**src/rtl/mips_multicycle_control.sv**
```systemverilog
// rtl/mips_multicycle_control.sv - multicycle MIPS control FSM driving datapath selects, enables and ALU code
module mips_multicycle_control (
    input  logic       clk,
    input  logic       reset,
    input  logic [5:0] Op,
    input  logic [5:0] Funct,
    input  logic       Zero,
    output logic       PCEn,
    output logic       IorD,
    output logic       MemRead,
    output logic       MemWrite,
    output logic       IRWrite,
    output logic       RegDst,
    output logic       MemtoReg,
    output logic       RegWrite,
    output logic       ALUSrcA,
    output logic [1:0] ALUSrcB,
    output logic [1:0] PCSource,
    output logic [3:0] ALUoperation,
    output logic       InstrDone,
    output logic       IllegalOp,
    output logic [3:0] State
);

    typedef enum logic [3:0] {
        S_FETCH  = 4'd0,
        S_DECODE = 4'd1,
        S_MEMADR = 4'd2,
        S_MEMRD  = 4'd3,
        S_MEMWB  = 4'd4,
        S_MEMWR  = 4'd5,
        S_EXEC   = 4'd6,
        S_ALUWB  = 4'd7,
        S_BRANCH = 4'd8,
        S_JUMP   = 4'd9,
        S_ADDIEX = 4'd10,
        S_ADDIWB = 4'd11
    } state_t;

    localparam logic [5:0] OP_RTYPE = 6'h00;
    localparam logic [5:0] OP_LW    = 6'h23;
    localparam logic [5:0] OP_SW    = 6'h2B;
    localparam logic [5:0] OP_BEQ   = 6'h04;
    localparam logic [5:0] OP_J     = 6'h02;
    localparam logic [5:0] OP_ADDI  = 6'h08;

    localparam logic [3:0] ALU_AND = 4'b0000;
    localparam logic [3:0] ALU_OR  = 4'b0001;
    localparam logic [3:0] ALU_ADD = 4'b0010;
    localparam logic [3:0] ALU_SUB = 4'b0110;
    localparam logic [3:0] ALU_SLT = 4'b0111;
    localparam logic [3:0] ALU_NOR = 4'b1000;

    state_t     state;
    state_t     next_state;
    logic       is_load;
    logic       pcwrite;
    logic       branch;
    logic       funct_ok;
    logic [3:0] funct_alu;

    // Load/store choice is captured in DECODE so MEMADR does not depend on Op later.
    always_ff @(posedge clk or posedge reset) begin
        if (reset) begin
            state   <= S_FETCH;
            is_load <= 1'b0;
        end else begin
            state <= next_state;
            if (state == S_DECODE) begin
                is_load <= (Op == OP_LW);
            end
        end
    end

    always_comb begin
        funct_ok  = 1'b1;
        funct_alu = ALU_AND;
        case (Funct)
            6'h20:   funct_alu = ALU_ADD;
            6'h22:   funct_alu = ALU_SUB;
            6'h24:   funct_alu = ALU_AND;
            6'h25:   funct_alu = ALU_OR;
            6'h2A:   funct_alu = ALU_SLT;
            6'h27:   funct_alu = ALU_NOR;
            default: funct_ok  = 1'b0;
        endcase
    end

    always_comb begin
        next_state   = S_FETCH;
        pcwrite      = 1'b0;
        branch       = 1'b0;
        IorD         = 1'b0;
        MemRead      = 1'b0;
        MemWrite     = 1'b0;
        IRWrite      = 1'b0;
        RegDst       = 1'b0;
        MemtoReg     = 1'b0;
        RegWrite     = 1'b0;
        ALUSrcA      = 1'b0;
        ALUSrcB      = 2'b00;
        PCSource     = 2'b00;
        ALUoperation = ALU_AND;
        InstrDone    = 1'b0;
        IllegalOp    = 1'b0;
        case (state)
            S_FETCH: begin
                MemRead      = 1'b1;
                IRWrite      = 1'b1;
                ALUSrcB      = 2'b01;
                ALUoperation = ALU_ADD;
                pcwrite      = 1'b1;
                next_state   = S_DECODE;
            end
            S_DECODE: begin
                ALUSrcB      = 2'b11;
                ALUoperation = ALU_ADD;
                case (Op)
                    OP_LW, OP_SW: next_state = S_MEMADR;
                    OP_RTYPE:     next_state = funct_ok ? S_EXEC : S_FETCH;
                    OP_BEQ:       next_state = S_BRANCH;
                    OP_J:         next_state = S_JUMP;
                    OP_ADDI:      next_state = S_ADDIEX;
                    default:      next_state = S_FETCH;
                endcase
                if (next_state == S_FETCH) begin
                    IllegalOp = 1'b1;
                    InstrDone = 1'b1;
                end
            end
            S_MEMADR: begin
                ALUSrcA      = 1'b1;
                ALUSrcB      = 2'b10;
                ALUoperation = ALU_ADD;
                next_state   = is_load ? S_MEMRD : S_MEMWR;
            end
            S_MEMRD: begin
                MemRead    = 1'b1;
                IorD       = 1'b1;
                next_state = S_MEMWB;
            end
            S_MEMWB: begin
                RegWrite  = 1'b1;
                MemtoReg  = 1'b1;
                InstrDone = 1'b1;
            end
            S_MEMWR: begin
                MemWrite  = 1'b1;
                IorD      = 1'b1;
                InstrDone = 1'b1;
            end
            S_EXEC: begin
                ALUSrcA      = 1'b1;
                ALUoperation = funct_alu;
                next_state   = S_ALUWB;
            end
            S_ALUWB: begin
                RegDst    = 1'b1;
                RegWrite  = 1'b1;
                InstrDone = 1'b1;
            end
            S_BRANCH: begin
                ALUSrcA      = 1'b1;
                ALUoperation = ALU_SUB;
                PCSource     = 2'b01;
                branch       = 1'b1;
                InstrDone    = 1'b1;
            end
            S_JUMP: begin
                PCSource  = 2'b10;
                pcwrite   = 1'b1;
                InstrDone = 1'b1;
            end
            S_ADDIEX: begin
                ALUSrcA      = 1'b1;
                ALUSrcB      = 2'b10;
                ALUoperation = ALU_ADD;
                next_state   = S_ADDIWB;
            end
            S_ADDIWB: begin
                RegWrite  = 1'b1;
                InstrDone = 1'b1;
            end
            default: next_state = S_FETCH;
        endcase
        PCEn = pcwrite | (branch & Zero);
        // Reset holds the state at FETCH, so FETCH strobes must be masked explicitly.
        if (reset) begin
            PCEn         = 1'b0;
            IorD         = 1'b0;
            MemRead      = 1'b0;
            MemWrite     = 1'b0;
            IRWrite      = 1'b0;
            RegDst       = 1'b0;
            MemtoReg     = 1'b0;
            RegWrite     = 1'b0;
            ALUSrcA      = 1'b0;
            ALUSrcB      = 2'b00;
            PCSource     = 2'b00;
            ALUoperation = ALU_AND;
            InstrDone    = 1'b0;
            IllegalOp    = 1'b0;
        end
    end

    assign State = state;

endmodule

```
**config.mk**
```make
export PLATFORM = sky130hd
export DESIGN_NAME = mips_multicycle_control
export DESIGN_NICKNAME = d
export VERILOG_FILES = /design/src/rtl/mips_multicycle_control.sv
export SDC_FILE = /design/constraint.sdc
export NUM_CORES = 1
export LEC_CHECK = 0
export BUFFER_PORTS_ARGS = -buffer_cell sky130_fd_sc_hd__buf_2
export CAP_MARGIN = 10
export CORE_MARGIN = 3
export CORE_UTILIZATION = 42
export DETAILED_ROUTE_END_ITERATION = 7
export GPL_TIMING_DRIVEN = 0
export PLACE_DENSITY = 0.77
export SYNTH_ARGS = -nofsm -noshare
export SYNTH_HDL_FRONTEND = slang
export SYNTH_SLANG_ARGS = --single-unit
```
**constraint.sdc**
```tcl
create_clock -name clk -period 1.8 [get_ports clk]
set_input_delay 0.36 -clock clk [delete_from_list [all_inputs] [get_ports clk]]
set_output_delay 0.36 -clock clk [all_outputs]
set_load 0.02 [all_outputs]
```
==> impl_metrics.json <==
{
  "status": "finished with violations",
  "violations": "negative setup slack",
  "mostFrequentLayoutCell": "buf_4",
  "synth_top_area_share": 0.195,
  "ys_seq_area_frac": 0.195,
  "rsz0062_at_grt": "true",
  "syn_avg_cell_area_sq_um": 6.92,
  "first_iter_violations": 33,
  "fmax_mhz": 489,
  "htreeDepth": 1,
  "yosysWarningCount": 0,
  "clkTransAtPathRegs_ps": 50,
  "critical_path_class": "flip-flop to primary output",
  "syn_inst": 93,
  "total_power_mw": 0.979,
  "area_growth_pct": 97.7,
  "syn_area_sq_um": 643,
  "wl_per_cell_um": 20.5,
  "post-route-drc-count": 0,
  "antenna_found_initial": 0,
  "cp_max_fo": 5,
  "maxSlewViolCount": 0,
  "synth_seq_cells": 5,
  "drive_gt1_frac": 0.616,
  "fillers": 49,
  "hold_class": "primary input to async pin",
  "cts.sinks": 5,
  "cap_viol_max_count": 0,
  "layout_common_cells": "buf_4 (23), buf_2 (19), buf_6 (12), nor3_1 (8), nor2_1 (7)",
  "rows": 13,
  "cp-start-kind": "flip-flop",
  "p_clk_frac": 0.145,
  "combPwrFrac": 0.709,
  "vias_per_cell": 6.44,
  "cts_buffers": 3,
  "finalHoldViolations": 0,
  "finClkSkew_ps": 0.678,
  "synth_edf_count": 0,
  "finalSetupViolCount": 13,
  "core_sq_um": 1370,
  "synth_ff_type": "dfrtp_1",
  "cts_tree": "yes",
  "required_ps": 1440,
  "p_leak_nw": 0.570,
  "start_util": 0.471,
  "grt_max_degree": 11,
  "hold_buffers": 0,
  "grtUsageTotal": 0.242,
  "slowest_stage": "dfrtp_1",
  "diodes": 0,
  "grt_pass1_wl_mm": 3.65,
  "hold_ws_ps": 119,
  "grt_pass1_vias": 851,
  "worstPathCellList": "buf_8 -> nand2b_4 -> nor2_4 -> nand3_2 -> o32ai_2 -> buf_4",
  "tightest_slew_ps": 610,
  "critPathLaunch": "State[0]",
  "gr-total-overflow": 0,
  "worstPathArrival_ps": 1690,
  "dieArea_sq_um": 2040,
  "sw_frac_of_total": 0.467,
  "p_per_area_nw_per_um2": 770,
  "synth_top_area_cell": "dfrtp_1",
  "yosys-top-cells-area": "dfrtp_1 (19%), nor2_1 (8.2%), nor3_1 (7.0%)",
  "reg2reg_from": "State[2]",
  "place_hpwl_mm": 1.53,
  "die_w_um": 45.1,
  "post-route-period-util": 1.14,
  "ys_types": 36,
  "cp-end-kind": "primary output",
  "vias": 1069,
  "r2r.worst_path.cells": 4,
  "insertion_delay_ps": 260,
  "dr.pass1.iters": 4,
  "wl_mm": 3.41,
  "fin_crit_ps": 2050,
  "setup_ws_ps": -245,
  "fin_nets": 167,
  "max_stage_delay_ps": 390,
  "ant_nets": 0,
  "ioPinCount": 38,
  "root_buffer": "clkbuf_4",
  "p_int_mw": 0.522,
  "power.switching_mw": 0.457,
  "clock_path_buffers": 2,
  "pwr-share-seq": 0.146,
  "fin_setup_tns_ps": -1290,
  "port_buffers": 37,
  "async_flop_share": 1.00,
  "relSlewSlack": 0.594,
  "die_y_um": 45.1,
  "vdd_drop_max_mv": 0.513,
  "place.gp.congestion": 0.864,
  "final_util": 0.930,
  "syn_nets": 108
}
area by class of cell:
| cell class | count | area (sq um) | area share |
|---|---|---|---|
| buffer | 5 | 51.3 | 0.0404 |
| clock buffer | 4 | 26.3 | 0.0207 |
| inverter | 4 | 23.8 | 0.0187 |
| multi-input combinational | 79 | 611 | 0.480 |
| sequential | 5 | 126 | 0.0994 |
| tap | 15 | 18.8 | 0.0148 |
| timing repair buffer | 54 | 414 | 0.326 |
metal layers:
layer	GRT usage	vias to the layer above	share of wire
met1	0.288	506	0.38
met3	0.0598	20	0.089
met4	0.0994	0	0.052
met5	0	-	0
met2	0.410	79	0.48
li1	-	464	-
sequential cells by signal, indices dropped and copies added (netlist names):
signal	count
State	4
is_load	1
synthesized netlist by cell type (2+ instances only):
master,n
nor2_1,14
nor3_1,9
o21ai_0,7
nand2_1,6
a21oi_1,5
dfrtp_1,5
nand2b_1,5
inv_1,4
nand3_1,4
and3_1,3
clkbuf_1,3
buf_2,2
nand4_1,2
o32ai_1,2
worst paths after layout:
kind                              endpoint  slack, ps
setup / recovery           ALUoperation[2]       -250
hold / removal                    State[2]        120
setup reg to reg                   is_load        370
hold reg to reg                    is_load        580
max in group asynchronous         State[3]       1380
min in group clk                   is_load        460
power by group through the flow:
stage               Sequential [mW]  Clock, mW  Combinational (mW)
detailed placement            0.141          0               0.405
CTS                           0.140      0.138               0.516
global route                  0.144      0.149               0.730
finish                        0.143      0.142               0.694
global placement              0.140          0               0.400
floorplan                     0.158          0               0.260
critical path, delay by kind of cell, from the launching register on:
| family | cells | cell delay, ps |
|---|---|---|
| flops | 1 | 390 |
| simple gates | 3 | 420 |
| compound gates | 1 | 290 |
| buf+inv | 2 | 330 |
stage by stage:
step | setup slack, ps | std cells | cell area [sq um]
after detailed placement | -208 | 145 | 868
final | -245 | 166 | 1270
after CTS | -194 | 151 | 1030
after global placement | -199 | 145 | 868
after global routing | -319 | 166 | 1270
after floorplan | -64.6 | 93 | 664
kinds of logic (layout without fill, tap and decap cells):
group | count (synthesis) | after routing | share of synthesized area
mux | 1 | 1 | 0.0175
buf+inv | 9 | 67 | 0.0564
simple gates | 50 | 50 | 0.411
xor+xnor | 2 | 2 | 0.0272
flops | 5 | 5 | 0.195
fa+ha+maj | 1 | 1 | 0.0156
compound gates | 25 | 25 | 0.278
what timing repair did:
item / CTS / global route
pin swaps: 2 / 10
cloned: 0 / 0
hold endpoints to repair: 0 / 0
gates resized for setup: 37 / 38
buffers inserted: 2 / 15
setup endpoints to repair: 17 / 14
Note: power is estimated with default switching activity, not from simulation.
